[src/rtl/noc_inject_port.sv]
// Client-to-router injection port: per-VC FIFOs, round-robin VC arbitration, per-VC credits.
// Latency 2 cycles i_ack->r_v; backpressure via i_ack (target FIFO full) and zero downstream credit.
module noc_inject_port #(
    parameter int D_W     = 32,
    parameter int VC_W    = 3,
    parameter int X_W     = 2,
    parameter int Y_W     = 2,
    parameter int NUM_VC  = 4,
    parameter int DEPTH   = 4,
    parameter int CREDITS = 4
) (
    input  logic              clk,
    input  logic              rst,
    input  logic              i_v,
    input  logic [VC_W-1:0]   i_vc,
    input  logic [X_W-1:0]    i_x,
    input  logic [Y_W-1:0]    i_y,
    input  logic [D_W-1:0]    i_data,
    output logic              i_ack,
    output logic              r_v,
    output logic [VC_W-1:0]   r_vc,
    output logic [X_W-1:0]    r_x,
    output logic [Y_W-1:0]    r_y,
    output logic [D_W-1:0]    r_data,
    input  logic [NUM_VC-1:0] r_credit,
    output logic              err
);
    localparam int IDX_W = (NUM_VC > 1) ? $clog2(NUM_VC) : 1;
    localparam int PTR_W = $clog2(DEPTH);
    localparam int CNT_W = $clog2(DEPTH + 1);
    localparam int CRD_W = $clog2(CREDITS + 1);

    typedef struct packed {
        logic [X_W-1:0] x;
        logic [Y_W-1:0] y;
        logic [D_W-1:0] data;
    } flit_t;

    flit_t             mem_q    [NUM_VC][DEPTH];
    logic [CNT_W-1:0]  count_q  [NUM_VC];
    logic [CNT_W-1:0]  count_d  [NUM_VC];
    logic [PTR_W-1:0]  rd_ptr_q [NUM_VC];
    logic [PTR_W-1:0]  rd_ptr_d [NUM_VC];
    logic [PTR_W-1:0]  wr_ptr_q [NUM_VC];
    logic [PTR_W-1:0]  wr_ptr_d [NUM_VC];
    logic [CRD_W-1:0]  credit_q [NUM_VC];
    logic [CRD_W-1:0]  credit_d [NUM_VC];
    logic [IDX_W-1:0]  rr_ptr_q;

    logic              r_v_q;
    logic [VC_W-1:0]   r_vc_q;
    flit_t             r_flit_q;
    logic              err_q;

    logic              vc_legal, push, ovf;
    logic              push_v, pop_v;
    logic [IDX_W-1:0]  in_idx, cand, gnt_idx;
    logic              gnt_vld;
    flit_t             head;

    always_comb begin
        vc_legal = ({1'b0, i_vc} < (VC_W + 1)'(NUM_VC));
        in_idx   = IDX_W'(i_vc);
        // Push decision uses pre-edge occupancy, so a full FIFO refuses even while popping.
        i_ack    = i_v & ~rst & (~vc_legal | (count_q[in_idx] != CNT_W'(DEPTH)));
        push     = i_ack & vc_legal;

        gnt_vld = 1'b0;
        gnt_idx = '0;
        cand    = '0;
        for (int k = 1; k <= NUM_VC; k++) begin
            cand = IDX_W'((int'(rr_ptr_q) + k) % NUM_VC);
            if (!gnt_vld && count_q[cand] != '0 && credit_q[cand] != '0) begin
                gnt_vld = 1'b1;
                gnt_idx = cand;
            end
        end
        head = mem_q[gnt_idx][rd_ptr_q[gnt_idx]];

        ovf    = 1'b0;
        push_v = 1'b0;
        pop_v  = 1'b0;
        for (int v = 0; v < NUM_VC; v++) begin
            pop_v       = gnt_vld && (gnt_idx == IDX_W'(v));
            push_v      = push && (in_idx == IDX_W'(v));
            count_d[v]  = count_q[v] + CNT_W'(push_v) - CNT_W'(pop_v);
            wr_ptr_d[v] = wr_ptr_q[v] + PTR_W'(push_v);
            rd_ptr_d[v] = rd_ptr_q[v] + PTR_W'(pop_v);
            credit_d[v] = credit_q[v];
            // A return coinciding with a grant cancels out and is never an overflow.
            if (r_credit[v] && !pop_v) begin
                if (credit_q[v] == CRD_W'(CREDITS)) ovf = 1'b1;
                else                                credit_d[v] = credit_q[v] + CRD_W'(1);
            end else if (pop_v && !r_credit[v]) begin
                credit_d[v] = credit_q[v] - CRD_W'(1);
            end
        end
    end

    always_ff @(posedge clk) begin
        if (push) mem_q[in_idx][wr_ptr_q[in_idx]] <= {i_x, i_y, i_data};
    end

    always_ff @(posedge clk) begin
        if (rst) begin
            for (int v = 0; v < NUM_VC; v++) begin
                count_q[v]  <= '0;
                rd_ptr_q[v] <= '0;
                wr_ptr_q[v] <= '0;
                credit_q[v] <= CRD_W'(CREDITS);
            end
            rr_ptr_q <= IDX_W'(NUM_VC - 1);
            r_v_q    <= 1'b0;
            r_vc_q   <= '0;
            r_flit_q <= '0;
            err_q    <= 1'b0;
        end else begin
            count_q  <= count_d;
            rd_ptr_q <= rd_ptr_d;
            wr_ptr_q <= wr_ptr_d;
            credit_q <= credit_d;
            r_v_q    <= gnt_vld;
            if (gnt_vld) begin
                rr_ptr_q <= gnt_idx;
                r_vc_q   <= VC_W'(gnt_idx);
                r_flit_q <= head;
            end
            err_q <= err_q | ovf | (i_ack & ~vc_legal);
        end
    end

    assign r_v    = r_v_q;
    assign r_vc   = r_vc_q;
    assign r_x    = r_flit_q.x;
    assign r_y    = r_flit_q.y;
    assign r_data = r_flit_q.data;
    assign err    = err_q;
endmodule

[config.mk]
export PLATFORM = sky130hd
export DESIGN_NAME = noc_inject_port
export DESIGN_NICKNAME = d
export VERILOG_FILES = /design/src/rtl/noc_inject_port.sv
export SDC_FILE = /design/constraint.sdc
export NUM_CORES = 1
export LEC_CHECK = 0
export ABC_AREA = 1
export ABC_CLOCK_PERIOD_IN_PS = 3900
export BUFFER_PORTS_ARGS = -buffer_cell sky130_fd_sc_hd__buf_4
export CAP_MARGIN = 5
export CORE_MARGIN = 10
export CORE_UTILIZATION = 56
export CTS_CLUSTER_DIAMETER = 40
export DETAILED_ROUTE_END_ITERATION = 8
export PLACE_DENSITY = 0.78
export SETUP_SLACK_MARGIN = 0.4
export SLEW_MARGIN = 20
export SYNTH_ARGS = -nofsm -noshare
export SYNTH_HDL_FRONTEND = slang
export SYNTH_SLANG_ARGS = --single-unit
[constraint.sdc]
create_clock -name clk -period 3.9 [get_ports clk]
set_clock_uncertainty 0.05 [all_clocks]
set_input_delay 0.78 -clock clk [delete_from_list [all_inputs] [get_ports clk]]
set_output_delay 0.78 -clock clk [all_outputs]
set_load 0.02 [all_outputs]
==> summary.txt, run 1 <==
Die Y = 242.7 µm
final setup vio count = 0
Routed WL per cell = 22.46 µm
Mean Syn Cell Area = 10.76 µm²
vias in the first global route = 20030
DRC errors left = 0
Seq cells post-synth = 658
commonest non-fill, non-tap cell in the layout = nand3_1
Worst Setup Start Kind = flop
Hold Crit Depth = 1
TritonRoute pass-1 iters = 7
Levels on crit path = 16
R2R setup slack = 0.38 ns
worst skew pair latency = 0.65 ns
Layout area overhead = 17.62%
Critical Path RT = 4.36 ns
routed wire length = 76290 µm
Clk pin slew, worst setup/hold paths = 0.06 ns
Distinct cells, synth = 36
initial core utilization = 0.5675
Synth Area in Simple Gates = 0.2477
first-pass GRT wire length = 112700 µm
Reg2Reg Depth = 16
Synth Instances = 2582
row cnt = 81
main combinational cell family by area after synthesis = simple AND/OR/NAND/NOR gates
hold buffer count at CTS = 0
Min-Delay Path Class = primary input to flop
Setup crit end kind = flop
slowest CP cell = dfxtp_1
CP Cell Sequence = xor2_2, nand3_1, nand2_2, nand2_1, nor2_4, nand3_4, buf_4, buf_16, nand3_1, nand3_1, nand2_1, nand2_1, nand3_1, nand3_1, nand2_1, inv_1
RSZ-0062 raised after global routing = true
Max FO, Critical Path = 196
final hold violation count = 0
Final Cycle Share = 0.9026
Post-DP HPWL = 35000 µm
fillcell total = 3330
outcome = completed
Slew Viols, Final = 0
Final Critical Period = 3.520 ns
Netlist Area Pre-Place = 27780 µm²
mux cell area share after synthesis = 0
vias = 20551
Net Count, Synth = 2652
num ports = 88
CTS root buffer = clkbuf_16
post-synthesis compound-gate area fraction = 0.008783
routability cong. = 0.8167
port buffer count = 86
Synth Area in XOR/XNOR = 0.004684
die span in x = 242.7 µm
die footprint = 58920 µm²
Adder-Cell Fraction of Synth Area = 0.01297
worst hold slack = 0.3837 ns
Buf/Inv on CP = 3
cell mode on critical path = nand3_1
CP delay by family, top = simple AND/OR/NAND/NOR gates
antenna violations before repair = 3
post-synthesis sequential area ratio = 0.6817
layout cell share with drive strength beyond 1 = 0.1228
Warnings, synthesis = 0
Placed Cells = 3211
CORE AREA = 48950 µm²
Final Non-Filler Cells = 3396
TNS Setup = 0 ns
Critical Path AT = 3.98 ns
Starting DRT DRC Count = 2995
clock buffer count from CTS = 85
Sink Count = 658
Post-synth EDFFs = 576
relative slew slack = 0.3182
Max stage delay on crit path = 0.49 ns
Post-synth ARST share = 0
H-tree Lvls = 3
Post-synth top flop = edfxtp_1
Final ANT Viol Nets = 0
Final Net Count = 2726
Max Cap Viol = 0
Max Fclk = 284.1 MHz
Via density = 6.052
Worst Max-Slew Pin Slew = 1.023 ns
pin count of the biggest net entering global routing = 197
WS Path Type = flop to flop
Global Route Usage Sum = 0.2444
total grt overflow = 0
maximum root-to-sink buffer count = 3
most frequent cells in the layout = nand3_1, nand2_1, edfxtp_1
CTS tree = done
-- per-stage QoR --
stage                     area, µm²    util  setup WS, ns
after detailed placement      29300  0.5985        0.2838
after global routing          32680  0.6675        0.3177
final                         32680  0.6675        0.3798
after floorplan               27780       -       0.07890
after global placement        29300  0.5985        0.5031
after CTS                     32340  0.6608        0.4227
-- area by class of cell --
type	instances	area, µm²	area share
antenna	3	7.507	0.0002297
inverter	109	411.6	0.01260
timing repair buffer	152	1700	0.05204
clock inverter	54	693.2	0.02121
sequential	658	18940	0.5797
clock buffer	106	2258	0.06911
multi-input combinational	1650	7833	0.2397
tap	664	830.8	0.02543
-- logic make-up after synthesis --
group | Yosys count
AOI/OAI and AO/OA | 41
DFF | 658
and+or+nand+nor | 1568
xor gates and xnor gates | 14
other | 1
buffers and inverters | 276
adders and majority gates | 24
-- synth_stat cells, types with 3 or more instances --
master    number  share of area
nand3_1      714           0.13
nand2_1      687          0.093
edfxtp_1     576           0.62
nor2_1       141          0.019
inv_1        104          0.014
dfxtp_1       82          0.059
buf_2         69          0.012
clkbuf_1      46         0.0062
buf_1         29         0.0039
buf_4         19         0.0051
a21oi_1       16         0.0029
ha_1          16         0.0072
o21ai_0       12         0.0022
fa_1           8         0.0058
xnor2_1        8         0.0025
nand3b_1       6         0.0016
a22oi_1        5         0.0014
inv_2          5        0.00068
nand2_2        5         0.0011
xor2_1         5         0.0016
buf_6          4         0.0016
nor2_4         4         0.0016
nor3_1         3        0.00054
o211ai_1       3        0.00081
-- path summary, 6_finish.rpt --
path,from,endpoint
max,rr_ptr_q[1],r_data[0]
min,i_data[16],mem_q[1][52]
max reg2reg,rr_ptr_q[1],r_data[0]
min reg2reg,credit_q[11],credit_q[11]
-- repair_timing --
| action | 4_1_cts | 5_1_grt |
|---|---|---|
| setup buffers | 3 | 10 |
| setup endpoints to repair | 40 | 42 |
| cloned | 3 | 6 |
| pin swaps | 3 | 9 |
| hold endpoints to repair | 0 | 0 |
| gates resized for setup | 3 | 25 |
-- per-layer routing --
layer | routed length, µm | up-vias | track usage
met5 | 0 | - | 0
met4 | 3158 | 0 | 0.1255
met3 | 8348 | 239 | 0.05183
met2 | 37020 | 1355 | 0.4003
met1 | 27760 | 9831 | 0.3027
li1 | - | 9126 | -
-- state kept, by name (all words and copies together), names as in the netlist --
signal and cells:
r_v 1, r_y 2, mem_q 576, r_data 32, count_q 12, rd_ptr_q 8
credit_q 12, r_x 2, rr_ptr_q 2, wr_ptr_q 8, err 1, r_vc 2
Power of run 1 is left out: the tool's default activity adds up to more than one toggle a clock period on the data nets, which glitch-free logic cannot reach.
==> run 2: changes to the inputs <==
--- a/config.mk
+++ b/config.mk
@@ -9,8 +9,10 @@
 export ABC_CLOCK_PERIOD_IN_PS = 3900
 export BUFFER_PORTS_ARGS = -buffer_cell sky130_fd_sc_hd__buf_4
 export CAP_MARGIN = 5
+export CELL_PAD_IN_SITES_DETAIL_PLACEMENT = 1
+export CELL_PAD_IN_SITES_GLOBAL_PLACEMENT = 1
 export CORE_MARGIN = 10
-export CORE_UTILIZATION = 56
+export CORE_UTILIZATION = 45
 export CTS_CLUSTER_DIAMETER = 40
 export DETAILED_ROUTE_END_ITERATION = 8
 export PLACE_DENSITY = 0.78
==> run 2 against run 1 <==
Net effect:
- global-route usage shrank 0.68 points
- first-iteration DRC count shrank 24%
- via count grew 2.6%
- largest cell class unchanged
==> summary.txt, run 2 (synthesized netlist as in run 1, its figures left out) <==
pin count of the biggest net entering global routing = 171
initial core utilization = 0.4527
row cnt = 91
Sink Count = 658
routed wire length = 91470 µm
vias in the first global route = 22257
DRC errors left = 0
final hold violation count = 0
Slew Viols, Final = 0
die footprint = 72070 µm²
Final Net Count = 2761
clock buffer count from CTS = 97
H-tree Lvls = 3
Routed WL per cell = 25.64 µm
Setup crit end kind = flop
CORE AREA = 61370 µm²
worst skew pair latency = 0.67 ns
Die Y = 268.5 µm
total grt overflow = 0
Final Cycle Share = 0.9357
Max Fclk = 274.0 MHz
Worst Setup Start Kind = flop
Min-Delay Path Class = primary input to flop
outcome = completed
Worst Max-Slew Pin Slew = 0.9507 ns
die span in x = 268.5 µm
Final ANT Viol Nets = 0
Worst R2R Start = count_q[4]
Clk pin slew, worst setup/hold paths = 0.06 ns
TritonRoute pass-1 iters = 6
first-pass GRT wire length = 130800 µm
min-delay src = i_data[3]
CTS root buffer = clkbuf_16
antenna violations before repair = 2
commonest non-fill, non-tap cell in the layout = nand3_1
port buffer count = 86
Final Critical Period = 3.649 ns
maximum root-to-sink buffer count = 3
most frequent cells in the layout = nand3_1, nand2_1, edfxtp_1
fillcell total = 6405
Layout area overhead = 19.84%
routability cong. = 0.7912
CP startpoint = count_q[4]
Critical Path AT = 4.14 ns
Largest register FFs = 576
final setup vio count = 0
relative slew slack = 0.3662
layout cell share with drive strength beyond 1 = 0.1460
TNS Setup = 0 ns
Via density = 5.910
Max FO, Critical Path = 6
vias = 21082
RSZ-0062 raised after global routing = true
Post-DP HPWL = 43280 µm
CTS tree = done
Starting DRT DRC Count = 2286
Critical Path RT = 4.39 ns
Max Cap Viol = 0
num ports = 88
Global Route Usage Sum = 0.2376
WS Path Type = flop to flop
-- run 2: final cells by class --
class / count / area (µm²) / area share
antenna: 3 / 7.507 / 0.0002255
multi-input combinational: 1650 / 7879 / 0.2367
clock buffer: 114 / 2542 / 0.07637
inverter: 109 / 411.6 / 0.01237
sequential: 658 / 18950 / 0.5693
timing repair buffer: 175 / 1782 / 0.05352
tap: 790 / 988.4 / 0.02969
clock inverter: 68 / 728.2 / 0.02187
-- run 2: what timing repair did --
item | in CTS | in global routing
resized for setup | 7 | 45
setup buffers | 8 | 16
hold buffers | 0 | 0
gates cloned | 1 | 9
pin swaps | 3 | 10
setup endpoints to repair | 35 | 43
-- run 2: stage by stage --
stage | hold WS [ns] | util | cell area (µm²) | setup slack [ns] | std cells
6_report | 0.3634 | 0.5425 | 33290 | 0.2508 | 3567
3_3_place_gp | 0.3879 | 0.4791 | 29400 | 0.2306 | 3348
3_5_place_dp | 0.4029 | 0.4791 | 29400 | 0.1599 | 3348
5_1_grt | 0.3543 | 0.5424 | 33290 | 0.1254 | 3565
4_1_cts | 0.3402 | 0.5343 | 32790 | 0.4187 | 3539
2_1_floorplan | 0.3784 | - | 27780 | 0.07890 | 2582
-- run 2: worst paths after layout --
path,slack [ns],endpoint,cells past startpoint
min,0.36,mem_q[0][111],1
max,0.25,count_q[11],23
max reg2reg,0.25,count_q[11],23
min reg2reg,0.41,credit_q[8],2
-- run 2: worst max-delay path, stage by stage (launching register included) --
cell and delay (ns):
dfxtp_1 0.35, nor2_2 0.16, nand2_1 0.12, nand2_1 0.11
nand2_1 0.08, nand2_2 0.11, nand2_1 0.08, nand2_2 0.14
nand2_2 0.09, nor2_4 0.18, buf_12 0.13, nand3_4 0.11
nand2_8 0.16, inv_4 0.08, nand3_4 0.09, inv_1 0.08
ha_1 0.30, inv_1 0.07, ha_1 0.14, inv_1 0.06
fa_2 0.35, xor2_2 0.19, o21ai_1 0.09, a21oi_1 0.23
-- run 2: metal layers --
metal,GRT usage,part of all wire,up-vias
li1,-,-,9193
met4,0.1032,0.039,2
met1,0.2882,0.38,10695
met5,0,0.00014,-
met3,0.04395,0.083,252
met2,0.4101,0.50,940
Power of run 2 is left out for the same reason.
